==> src/rtl/cpu_pkg.sv <==
// Shared types and widths for the memory stage.
package cpu_pkg;

  localparam int WORD_W   = 32;
  localparam int REGNUM_W = 5;

  typedef enum logic {
    IDLE = 1'b0,
    BUSY = 1'b1
  } mem_state_t;

  // MEM/WB pipeline register contents
  typedef struct packed {
    logic                wreg;
    logic                m2reg;
    logic [WORD_W-1:0]   mo;
    logic [WORD_W-1:0]   alu;
    logic [REGNUM_W-1:0] rn;
  } mem_wb_t;

  // Byte address to word-aligned address
  function automatic logic [WORD_W-1:0] word_addr(input logic [WORD_W-1:0] a);
    return {a[WORD_W-1:2], 2'b00};
  endfunction

endpackage

==> src/rtl/mem_access_ctrl_if.sv <==
// Data-memory req/ack port. master = memory-stage controller, slave = memory.
interface mem_access_ctrl_if
  import cpu_pkg::*;
();

  logic              dmem_req;
  logic              dmem_we;
  logic [WORD_W-1:0] dmem_addr;
  logic [WORD_W-1:0] dmem_wdata;
  logic              dmem_ack;
  logic [WORD_W-1:0] dmem_rdata;

  modport master (
    output dmem_req, dmem_we, dmem_addr, dmem_wdata,
    input  dmem_ack, dmem_rdata
  );

  modport slave (
    input  dmem_req, dmem_we, dmem_addr, dmem_wdata,
    output dmem_ack, dmem_rdata
  );

endinterface

==> src/rtl/mem_wb_reg.sv <==
// MEM/WB pipeline register: load takes a full record, bubble clears the
// write-back controls and leaves the data fields untouched.
module mem_wb_reg
  import cpu_pkg::*;
(
  input  logic    clk,
  input  logic    rst,
  input  logic    load,
  input  logic    bubble,
  input  mem_wb_t d,
  output mem_wb_t q
);

  // Register with async clear; load has priority over bubble
  always_ff @(posedge clk or posedge rst) begin
    if (rst) begin
      q <= '0;
    end else if (load) begin
      q <= d;
    end else if (bubble) begin
      q.wreg  <= 1'b0;
      q.m2reg <= 1'b0;
    end
  end

endmodule

==> src/rtl/mem_access_ctrl.sv <==
// Memory-stage controller: issues req/ack data-memory accesses for loads and
// stores, stalls the front of the pipeline while an access is outstanding,
// and feeds the MEM/WB register.
// Optional: define MEM_TIMEOUT_EN to abort accesses that see no ack within
// TIMEOUT_CYCLES busy cycles (timeout_err pulses in the abort cycle).
module mem_access_ctrl
  import cpu_pkg::*;
#(
  parameter int TIMEOUT_CYCLES = 64,
  parameter int CNT_W          = 7
) (
  input  logic                clk,
  input  logic                rst,
  input  logic                mwreg,
  input  logic                mm2reg,
  input  logic                mwmem,
  input  logic [WORD_W-1:0]   malu,
  input  logic [REGNUM_W-1:0] mrn,
  input  logic [WORD_W-1:0]   di,
  mem_access_ctrl_if.master   dmem,
  output logic                stall,
  output logic                wwreg,
  output logic                wm2reg,
  output logic [WORD_W-1:0]   wmo,
  output logic [WORD_W-1:0]   walu,
  output logic [REGNUM_W-1:0] wrn,
  output logic                timeout_err
);

  if (TIMEOUT_CYCLES < 2 || (64'(1) << CNT_W) <= 64'(TIMEOUT_CYCLES)) begin : g_bad_param
    $error("mem_access_ctrl: TIMEOUT_CYCLES must be >= 2 and < 2**CNT_W");
  end

  mem_state_t          state_reg, state_next;
  logic                req_reg, we_reg;
  logic [WORD_W-1:0]   addr_reg, wdata_reg, alu_reg;
  logic                wreg_reg, m2reg_reg;
  logic [REGNUM_W-1:0] rn_reg;
  logic                acc, abort;
  logic                wb_load, wb_bubble;
  mem_wb_t             wb_d, wb_q;

  // A store wins when both load and store are flagged
  assign acc = mwmem | mm2reg;

`ifdef MEM_TIMEOUT_EN
  logic [CNT_W-1:0] cnt_reg;

  // Busy-cycle counter; held at zero while idle so every access starts at 0
  always_ff @(posedge clk or posedge rst) begin
    if (rst) begin
      cnt_reg <= '0;
    end else if (state_reg == IDLE) begin
      cnt_reg <= '0;
    end else if (!dmem.dmem_ack) begin
      cnt_reg <= cnt_reg + CNT_W'(1);
    end
  end

  // An ack in the last allowed cycle completes normally instead of aborting
  assign abort = (state_reg == BUSY) && !dmem.dmem_ack &&
                 (cnt_reg == CNT_W'(TIMEOUT_CYCLES - 1));
`else
  assign abort = 1'b0;
`endif

  assign timeout_err = abort;

  // FSM state register
  always_ff @(posedge clk or posedge rst) begin
    if (rst) state_reg <= IDLE;
    else     state_reg <= state_next;
  end

  // Next state, stall and MEM/WB load selection
  always_comb begin
    state_next = state_reg;
    stall      = 1'b0;
    wb_load    = 1'b0;
    wb_bubble  = 1'b0;
    wb_d       = '0;
    case (state_reg)
      IDLE: begin
        if (acc) begin
          stall      = 1'b1;
          wb_bubble  = 1'b1;
          state_next = BUSY;
        end else begin
          wb_load    = 1'b1;
          wb_d.wreg  = mwreg;
          wb_d.alu   = malu;
          wb_d.rn    = mrn;
        end
      end
      BUSY: begin
        if (dmem.dmem_ack) begin
          wb_load    = 1'b1;
          wb_d.wreg  = wreg_reg;
          wb_d.m2reg = m2reg_reg;
          wb_d.mo    = m2reg_reg ? dmem.dmem_rdata : '0;
          wb_d.alu   = alu_reg;
          wb_d.rn    = rn_reg;
          state_next = IDLE;
        end else if (abort) begin
          // wreg stays 0 so a load that never returned is not written back
          wb_load    = 1'b1;
          wb_d.alu   = alu_reg;
          wb_d.rn    = rn_reg;
          state_next = IDLE;
        end else begin
          stall      = 1'b1;
          wb_bubble  = 1'b1;
        end
      end
      default: state_next = IDLE;
    endcase
  end

  // Capture the access at issue; EX/MEM is frozen, but the port must not
  // depend on upstream behaviour while the request is outstanding
  always_ff @(posedge clk or posedge rst) begin
    if (rst) begin
      req_reg   <= 1'b0;
      we_reg    <= 1'b0;
      addr_reg  <= '0;
      wdata_reg <= '0;
      wreg_reg  <= 1'b0;
      m2reg_reg <= 1'b0;
      alu_reg   <= '0;
      rn_reg    <= '0;
    end else begin
      req_reg <= (state_next == BUSY);
      if (state_reg == IDLE && acc) begin
        we_reg    <= mwmem;
        addr_reg  <= word_addr(malu);
        wdata_reg <= di;
        wreg_reg  <= mwreg;
        m2reg_reg <= mm2reg & ~mwmem;
        alu_reg   <= malu;
        rn_reg    <= mrn;
      end
    end
  end

  assign dmem.dmem_req   = req_reg;
  assign dmem.dmem_we    = we_reg;
  assign dmem.dmem_addr  = addr_reg;
  assign dmem.dmem_wdata = wdata_reg;

  mem_wb_reg u_mem_wb_reg (
    .clk    (clk),
    .rst    (rst),
    .load   (wb_load),
    .bubble (wb_bubble),
    .d      (wb_d),
    .q      (wb_q)
  );

  assign wwreg  = wb_q.wreg;
  assign wm2reg = wb_q.m2reg;
  assign wmo    = wb_q.mo;
  assign walu   = wb_q.alu;
  assign wrn    = wb_q.rn;

endmodule

==> src/flat_wrapper.sv <==
// flat-port wrapper written by rule: the top's interface ports become plain ports
module mem_access_ctrl_flat import cpu_pkg::*;
#(
  parameter int TIMEOUT_CYCLES = 64,
  parameter int CNT_W          = 7
)
  (clk, rst, mwreg, mm2reg, mwmem, malu, mrn, di, stall, wwreg, wm2reg, wmo, walu, wrn, timeout_err, dmem_dmem_req, dmem_dmem_we, dmem_dmem_addr, dmem_dmem_wdata, dmem_dmem_ack, dmem_dmem_rdata);
  mem_access_ctrl_if dmem_i ();
  input  logic clk;
  input  logic rst;
  input  logic mwreg;
  input  logic mm2reg;
  input  logic mwmem;
  input  logic [WORD_W-1:0] malu;
  input  logic [REGNUM_W-1:0] mrn;
  input  logic [WORD_W-1:0] di;
  output logic stall;
  output logic wwreg;
  output logic wm2reg;
  output logic [WORD_W-1:0] wmo;
  output logic [WORD_W-1:0] walu;
  output logic [REGNUM_W-1:0] wrn;
  output logic timeout_err;
  output wire logic [$bits(dmem_i.dmem_req)-1:0] dmem_dmem_req;
  output wire logic [$bits(dmem_i.dmem_we)-1:0] dmem_dmem_we;
  output wire logic [$bits(dmem_i.dmem_addr)-1:0] dmem_dmem_addr;
  output wire logic [$bits(dmem_i.dmem_wdata)-1:0] dmem_dmem_wdata;
  input wire logic [$bits(dmem_i.dmem_ack)-1:0] dmem_dmem_ack;
  input wire logic [$bits(dmem_i.dmem_rdata)-1:0] dmem_dmem_rdata;
  assign dmem_dmem_req = dmem_i.dmem_req;
  assign dmem_dmem_we = dmem_i.dmem_we;
  assign dmem_dmem_addr = dmem_i.dmem_addr;
  assign dmem_dmem_wdata = dmem_i.dmem_wdata;
  assign dmem_i.dmem_ack = dmem_dmem_ack;
  assign dmem_i.dmem_rdata = dmem_dmem_rdata;
  mem_access_ctrl #(.TIMEOUT_CYCLES(TIMEOUT_CYCLES), .CNT_W(CNT_W)) u_core (.clk(clk), .rst(rst), .mwreg(mwreg), .mm2reg(mm2reg), .mwmem(mwmem), .malu(malu), .mrn(mrn), .di(di), .dmem(dmem_i), .stall(stall), .wwreg(wwreg), .wm2reg(wm2reg), .wmo(wmo), .walu(walu), .wrn(wrn), .timeout_err(timeout_err));
endmodule
==> config.mk <==
export PLATFORM = sky130hd
export DESIGN_NAME = mem_access_ctrl_flat
export DESIGN_NICKNAME = d
export VERILOG_FILES = /design/src/rtl/cpu_pkg.sv /design/src/rtl/mem_access_ctrl_if.sv /design/src/rtl/mem_wb_reg.sv /design/src/rtl/mem_access_ctrl.sv /design/src/flat_wrapper.sv
export SDC_FILE = /design/constraint.sdc
export NUM_CORES = 1
export LEC_CHECK = 0
export BUFFER_PORTS_ARGS = -buffer_cell sky130_fd_sc_hd__buf_2
export CORE_MARGIN = 3
export CORE_UTILIZATION = 44
export DETAILED_ROUTE_END_ITERATION = 8
export PLACE_DENSITY_LB_ADDON = 0.2
export SLEW_MARGIN = 5
export SYNTH_ARGS = -nofsm -noshare
export SYNTH_HDL_FRONTEND = slang
export SYNTH_SLANG_ARGS = --single-unit
==> constraint.sdc <==
create_clock -name clk -period 4.8 [get_ports clk]
set_input_delay 0.96 -clock clk [delete_from_list [all_inputs] [get_ports clk]]
set_output_delay 0.96 -clock clk [all_outputs]
set_load 0.005 [all_outputs]
==> results of run 1 <==
[per-stage QoR]
step | instances | setup WS (ps) | hold WS, ps
3_5_place_dp | 812 | 1860 | 487
2_1_floorplan | 453 | 2030 | 480
6_report | 843 | 2040 | 502
3_3_place_gp | 812 | 1970 | 482
4_1_cts | 843 | 2060 | 503
5_1_grt | 843 | 1970 | 513
[kinds of logic after synthesis]
family / after synthesis / share of synthesized area
muxes: 86 / 0.159
buffers and inverters: 86 / 0.0957
DFF: 144 / 0.591
and+or+nand+nor: 22 / 0.0251
other: 1 / 0.000616
AOI/OAI and AO/OA: 112 / 0.128
[layer usage]
metal  up-vias  wire length, microns  GRT usage
li1       1975                     -          -
met1      2101                  5600      0.223
met2       162                  7000      0.300
met3        29                  1320     0.0613
met4         2                   355     0.0789
met5         -                     7          0
[worst max-delay path, delay by kind of cell]
kind	cells	cell delay [ps]
compound gates	1	110
buf+inv	2	710
[worst max-delay path by stage]
stage | startpoint | endpoint | slack (ps) | cells past startpoint
4_1_cts | dmem_dmem_ack | stall | 2060 | 3
2_1_floorplan | rst | u_core.alu_reg[0]$_DFFE_PP0P_ | 2030 | 1
6_report | dmem_dmem_ack | stall | 2040 | 3
3_3_place_gp | dmem_dmem_ack | u_core.u_mem_wb_reg.q[59]$_DFFE_PP0P_ | 1970 | 3
5_1_grt | dmem_dmem_ack | stall | 1970 | 3
3_5_place_dp | dmem_dmem_ack | u_core.u_mem_wb_reg.q[61]$_DFFE_PP0P_ | 1860 | 3
[final cells by class]
| type | count | area, sq um | area share |
|---|---|---|---|
| Sequential cell | 144 | 3600 | 0.472 |
| Multi-Input combinational cell | 223 | 1910 | 0.250 |
| Timing Repair Buffer | 246 | 1250 | 0.164 |
| Clock buffer | 25 | 475 | 0.0622 |
| Tap cell | 176 | 220 | 0.0288 |
| Inverter | 23 | 90.1 | 0.0118 |
| Clock inverter | 6 | 82.6 | 0.0108 |
[where the power goes]
group / total (uW) / internal [uW] / switching (uW)
registers: 1630 / 1480 / 154
clock network: 1250 / 787 / 463
logic: 784 / 428 / 357
[synthesized netlist by cell type, types with 6 or more instances]
master	instances
inv_1	22
mux2_4	6
nor2b_1	16
o22ai_1	21
dfrtp_1	144
a21oi_1	39
mux2i_1	16
buf_2	10
mux2_2	64
buf_4	34
clkbuf_8	7
a22o_1	33
a211oi_1	16
==> impl_metrics.tcl, run 1 <==
set metrics [dict create \
    synth_area_leaders "dfrtp_1 (59%), mux2_2 (12%), a22o_1 (4.7%)" \
    die_y_microns 124 \
    worstSetupEndpointType "output pin" \
    hold_viol 0 \
    antenna_found_initial 1 \
    rsz0062_at_grt "false" \
    p_leak_uw 0.00381 \
    num_vias 4269 \
    arrival_ps 1800 \
    start_kind "input port" \
    layout_common_cells "buf_2 (242), dfrtp_1 (144), mux2_2 (64)" \
    diodes 0 \
    grt_use_total 0.184 \
    hold_start "u_core.u_mem_wb_reg.q[44]$_DFFE_PP0P_" \
    cts_hold_buf 0 \
    grt_pass1_vias 4222 \
    hold_end "u_core.u_mem_wb_reg.q[44]$_DFFE_PP0P_" \
    cts.sinks 144 \
    synth_seq_cells 144 \
    synth_edf_count 0 \
    setup_viol 0 \
    grt_max_degree 61 \
    fin_nets 762 \
    clk_latency_ps 410 \
    die-area_sq_um 15300 \
    synthArstFlopShare 1.00 \
    critical_path.cell_chain "buf_2 > a21oi_4 > buf_2" \
    via_per_inst 5.06 \
    std_cell_rows 42 \
    place_congestion 0.716 \
    drc 0 \
    cts-htree-levels 4 \
    maxSlewHeadroom 0.188 \
    final_common_cell "buf_2" \
    dpl_cell_area_sq_um 7080 \
    synth_top_area_share 0.591 \
    synth_area_leader_cell "dfrtp_1" \
    finClkSkew_ps 6.41 \
    period_share 0.575 \
    cts_root_buf "clkbuf_16" \
    slowest_delay_ps 540 \
    cts_buffers 17 \
    largest_reg_flops 71 \
    finalCoreUtilization 0.570 \
    start_util 0.455 \
    critPathRequiredTime_ps 3840 \
    cts_tree "done" \
    netlist_instances 451 \
    maxCapViolCount 0 \
    ff2ff_setup_slack_ps 2580 \
    clk_pin_slew_ps 50 \
    grt_pass1_wl_mm 21.6 \
    power.density_nw_per_um2 480 \
    whs_path_depth 1 \
    syn_area_sq_um 6090 \
    seq_area_frac_synth 0.591 \
    ys_warn_count 0 \
    wl_per_cell_microns 16.9 \
    maxSlewViolCount 0 \
    ys_types 28 \
    r2r_end "u_core.dmem.dmem_wdata[0]$_DFFE_PP0P_" \
    synth.avg_cell_area_sq_um 13.5 \
    r2r_start "u_core.state_reg$_DFF_PP0_" \
    post-dp-hpwl_mm 9.87 \
    path_max_fanout 36 \
    grt_overflow 0 \
    synth_ff_type "dfrtp_1" \
    syn2layout_area_growth_pct 25.4 \
    peakVddDrop_mv 0.242 \
    ctsResizeCount 0 \
    die_w_microns 124 \
    timing.fmax_mhz 362 \
    io-pin-count 246 \
    final_layout_size_suffix_gt1_frac 0.522 \
    dr.pass1.iters 4 \
    cts_setup_buffers 0 \
    fin_crit_ps 2760 \
    portBuffers 242 \
    cts.path.max_buffers 2 \
    final.setup.tns_ps 0 \
    path_class "input port to output pin" \
    r2r_cells 4 \
    routed_wl_mm 14.3 \
    ant_nets 0 \
    fillers 1141 \
    status "completed" \
    p_total_uw 3670 \
    drtIter0Drc 229 \
    worstHoldPathType "flip-flop to flip-flop" \
    tightest_slew_ps 1220 \
    crit_slowest_cell "buf_2" \
    core_area_sq_um 13400 \
    final_area_sq_um 7640 \
    cp_common_cell "buf_2" \
]
(Power assumes the default switching activity.)
==> run 2: changes to the inputs <==
--- a/config.mk
+++ b/config.mk
@@ -7,7 +7,7 @@
 export LEC_CHECK = 0
 export BUFFER_PORTS_ARGS = -buffer_cell sky130_fd_sc_hd__buf_2
 export CORE_MARGIN = 3
-export CORE_UTILIZATION = 44
+export CORE_UTILIZATION = 48
 export DETAILED_ROUTE_END_ITERATION = 8
 export PLACE_DENSITY_LB_ADDON = 0.2
 export SLEW_MARGIN = 5
==> constraint.sdc (replaced) <==
create_clock -name clk -period 2.9 [get_ports clk]
set_input_delay 0.58 -clock clk [delete_from_list [all_inputs] [get_ports clk]]
set_output_delay 0.58 -clock clk [all_outputs]
set_load 0.005 [all_outputs]
==> run 2 against run 1 <==
Flip-flop and latch count stayed put; die area shrank 7.9%; worst hold slack got worse by 220 ps; critical path depth stayed put; clock skew rose by 0.50 ps; largest cell class unchanged; largest power group unchanged.
==> impl_metrics.tcl, run 2 (synthesized netlist as in run 1, its figures left out) <==
set metrics [dict create \
    fin_nets 766 \
    via_per_inst 5.13 \
    fin_cells 840 \
    final_common_cell "buf_2" \
    grt_pass1_wl_mm 23.4 \
    grt_overflow 0 \
    portBuffers 242 \
    hold_viol 0 \
    std_cell_rows 40 \
    cts_hold_buf 0 \
    grt_max_degree 80 \
    startpoint "u_core.state_reg$_DFF_PP0_" \
    final.setup.tns_ps 0 \
    die_y_microns 119 \
    cts_setup_buffers 0 \
    path_class "flip-flop to output pin" \
    layout_setup_ws_ps 899 \
    dr.pass1.iters 4 \
    largest_reg_flops 71 \
    path_max_fanout 8 \
    fillers 1047 \
    p_total_uw 6270 \
    core_area_sq_um 12200 \
    maxCapViolCount 0 \
    r2r_end "u_core.dmem.dmem_wdata[17]$_DFFE_PP0P_" \
    die-area_sq_um 14100 \
    cts.path.max_buffers 2 \
    period_share 0.690 \
    worstHoldPathType "input port to async pin" \
    drtIter0Drc 180 \
    drc 0 \
    start_kind "flip-flop" \
    io-pin-count 246 \
    syn2layout_area_growth_pct 26.8 \
    crit_end "stall" \
    placed_cells_incl_taps 808 \
    maxSlewViolCount 0 \
    routed_wl_mm 14.6 \
    fin_crit_ps 2000 \
    layout_common_cells "buf_2 (242), dfrtp_1 (144), mux2_2 (64)" \
    setup_viol 0 \
    antenna_found_initial 1 \
    finalCoreUtilization 0.633 \
    power.density_nw_per_um2 812 \
    post-dp-hpwl_mm 10.0 \
    worstSetupEndpointType "output pin" \
    place_congestion 0.770 \
    rsz0062_at_grt "false" \
    finClkSkew_ps 6.92 \
    arrival_ps 1420 \
    grt_use_total 0.209 \
    wl_per_cell_microns 17.3 \
    peakVddDrop_mv 0.441 \
    die_w_microns 119 \
    tightest_slew_ps 839 \
    final_layout_size_suffix_gt1_frac 0.533 \
    clk_latency_ps 420 \
    p_leak_uw 0.00385 \
    maxSlewHeadroom 0.440 \
    grt_pass1_vias 4432 \
    cts_root_buf "clkbuf_16" \
    diodes 0 \
    timing.fmax_mhz 500 \
    pre_cts_slack_ps 975 \
    r2r_start "u_core.state_reg$_DFF_PP0_" \
    cts-htree-levels 4 \
    ant_nets 0 \
    num_vias 4310 \
    ff2ff_setup_slack_ps 1160 \
    ctsResizeCount 0 \
    status "completed" \
    cts_tree "done" \
    cts_buffers 17 \
    critPathRequiredTime_ps 2320 \
    cts.sinks 144 \
    r2r_cells 4 \
    start_util 0.499 \
    clk_pin_slew_ps 60 \
]
[run 2: where the power goes]
group | internal [uW] | switching, uW
Sequential | 2440 | 262
Clock | 1430 | 830
Combinational | 711 | 600
[run 2: routing by layer]
layer | vias to the layer above | wire length (microns) | GRT usage
met2 | 174 | 7350 | 0.354
li1 | 1996 | - | -
met4 | 2 | 288 | 0.0695
met3 | 21 | 1100 | 0.0761
met5 | - | 7 | 0
met1 | 2117 | 5800 | 0.247
[run 2: area by class of cell]
class	instances	area, sq um	area share
Clock buffer	21	470	0.0609
Clock inverter	11	154	0.0199
Inverter	23	90.1	0.0117
Multi-Input combinational cell	223	1910	0.248
Sequential cell	144	3600	0.466
Tap cell	168	210	0.0272
Timing Repair Buffer	250	1280	0.166
[run 2: worst min path at each step]
stage	from	to
detailed placement	u_core.u_mem_wb_reg.q[63]$_DFFE_PP0P_	u_core.u_mem_wb_reg.q[63]$_DFFE_PP0P_
floorplan	u_core.rn_reg[0]$_DFFE_PP0P_	u_core.rn_reg[0]$_DFFE_PP0P_
global route	rst	u_core.u_mem_wb_reg.q[15]$_DFFE_PP0P_
global placement	u_core.dmem.dmem_wdata[7]$_DFFE_PP0P_	u_core.dmem.dmem_wdata[7]$_DFFE_PP0P_
CTS	rst	u_core.u_mem_wb_reg.q[15]$_DFFE_PP0P_
finish	rst	u_core.u_mem_wb_reg.q[15]$_DFFE_PP0P_
[run 2: through the flow]
stage | instance area, sq um | hold slack, ps
floorplan | 6100 | 480
global placement | 7100 | 482
detailed placement | 7100 | 485
CTS | 7720 | 300
global route | 7720 | 308
finish | 7720 | 285
[run 2: worst max-delay path, stage by stage, from the launching register on]
cell	delay, ps
dfrtp_1	500
nor3_4	290
a21oi_4	50
buf_2	160
==> run 3: changes to the inputs <==
==> constraint.sdc (replaced) <==
create_clock -name clk -period 2.1 [get_ports clk]
set_input_delay 0.42 -clock clk [delete_from_list [all_inputs] [get_ports clk]]
set_output_delay 0.42 -clock clk [all_outputs]
set_load 0.005 [all_outputs]
==> run 3 against run 2 <==
Flip-flop and latch count is the same; final area grew 0.60%; clock skew shrank 2.8 ps; setup slack lost 640 ps; routed wire length shrank 2.0%; cell count grew 0.60%; total power grew 37%; die area is the same; non-clock buffer count grew 5; critical path depth is the same; critical path type unchanged.
==> impl_metrics.tcl, run 3 (synthesized netlist as in run 1, its figures left out) <==
set metrics [dict create \
    dr.pass1.iters 4 \
    die_y_microns 119 \
    fin_nets 771 \
    syn2layout_area_growth_pct 27.6 \
    std_cell_rows 40 \
    rsz0062_at_grt "false" \
    start_util 0.499 \
    timing.fmax_mhz 543 \
    hold_viol 0 \
    placed_cells_incl_taps 813 \
    routed_wl_mm 14.3 \
    place_congestion 0.767 \
    ctsResizeCount 0 \
    drtIter0Drc 209 \
    die_w_microns 119 \
    core_area_sq_um 12200 \
    worstHoldPathType "input port to async pin" \
    cts_setup_buffers 0 \
    die-area_sq_um 14100 \
    finClkSkew_ps 4.12 \
    power.density_nw_per_um2 1110 \
    via_per_inst 5.12 \
    portBuffers 242 \
    cts_hold_buf 0 \
    largest_reg_flops 71 \
    antenna_found_initial 1 \
    hold_slack_ps 122 \
    cts_root_buf "clkbuf_16" \
    cts_buffers 17 \
    setup_viol 0 \
    arrival_ps 1420 \
    status "completed" \
    fin_crit_ps 1840 \
    fin_cells 845 \
    period_share 0.878 \
    cts_tree "done" \
    critPathRequiredTime_ps 1680 \
    peakVddDrop_mv 0.566 \
    grt_max_degree 74 \
    p_leak_uw 0.00389 \
    fillers 1010 \
    cts.path.max_buffers 2 \
    grt_pass1_wl_mm 23.2 \
    clk_pin_slew_ps 60 \
    final_layout_size_suffix_gt1_frac 0.535 \
    multi_input_area_sq_um 1910 \
    post-dp-hpwl_mm 10.3 \
    wl_per_cell_microns 16.9 \
    final_common_cell "buf_2" \
    drc 0 \
    layout_common_cells "buf_2 (242), dfrtp_1 (144), mux2_2 (64)" \
    io-pin-count 246 \
    cts-htree-levels 4 \
    grt_use_total 0.207 \
    grt_overflow 0 \
    diodes 0 \
    path_max_fanout 8 \
    num_vias 4330 \
    worstSetupEndpointType "output pin" \
    final-seq-area_sq_um 3600 \
    maxCapViolCount 0 \
    start_kind "flip-flop" \
    grt_pass1_vias 4538 \
    path_class "flip-flop to output pin" \
    maxSlewViolCount 0 \
    ant_nets 0 \
    cts.sinks 144 \
    clk_latency_ps 410 \
]
## run 3: changes by cell type in the layout (fill, tap and decap cells not counted)
cell        previous run  this run
inv_6                  2         0
clkinv_2               0         4
clkinvlp_4             6         3
buf_4                  7        10
buf_12                 1         3
clkbuf_1               1         2
## run 3: path summary, 6_finish.rpt
path	endpoint	cells after the start	startpoint	slack (ps)
max in group asynchronous	u_core.rn_reg[1]$_DFFE_PP0P_	3	rst	1610
min in group clk	u_core.u_mem_wb_reg.q[63]$_DFFE_PP0P_	2	dmem_dmem_rdata[26]	230
min	u_core.u_mem_wb_reg.q[41]$_DFFE_PP0P_	3	rst	120
max	stall	3	u_core.state_reg$_DFF_PP0_	260
max reg2reg	u_core.dmem.dmem_wdata[3]$_DFFE_PP0P_	4	u_core.state_reg$_DFF_PP0_	530
min reg2reg	u_core.u_mem_wb_reg.q[46]$_DFFE_PP0P_	1	u_core.u_mem_wb_reg.q[46]$_DFFE_PP0P_	500
## run 3: area by class of cell
type                            instances  area share
Tap cell                              168      0.0270
Inverter                               23      0.0116
Sequential cell                       144       0.464
Multi-Input combinational cell        223       0.246
Clock inverter                         10      0.0172
Timing Repair Buffer                  255       0.173
Clock buffer                           22      0.0610
## run 3: routing by layer
layer	share of wire	wire (microns)	vias up	track usage
met4	0.022	309	2	0.0760
met3	0.071	1020	26	0.0598
li1	-	-	2007	-
met5	0.00063	9	-	0
met1	0.40	5690	2130	0.249
met2	0.51	7230	165	0.355
## run 3: worst max-delay path, stage by stage (launching register included)
cell and delay, ps:
dfrtp_1 510, nor3_4 290, a21oi_4 60, buf_2 160
## run 3: stage by stage
stage	utilization	setup WS, ps	cell area [sq um]	TNS (ps)	power (uW)
floorplan	-	-125	6100	-18010	4890
global placement	0.587	521	7160	0	5540
detailed placement	0.587	483	7160	0	5630
CTS	0.636	221	7770	0	8700
global route	0.636	166	7770	0	9060
finish	0.636	257	7770	0	8600
## run 3: where the power goes
group          internal, uW  switching (uW)  leakage (uW)  total [uW]
logic                   999             825       0.00187        1820
clock network          1960            1080      0.000296        3040
registers              3380             358       0.00172        3730
total                  6330            2260       0.00389        8600
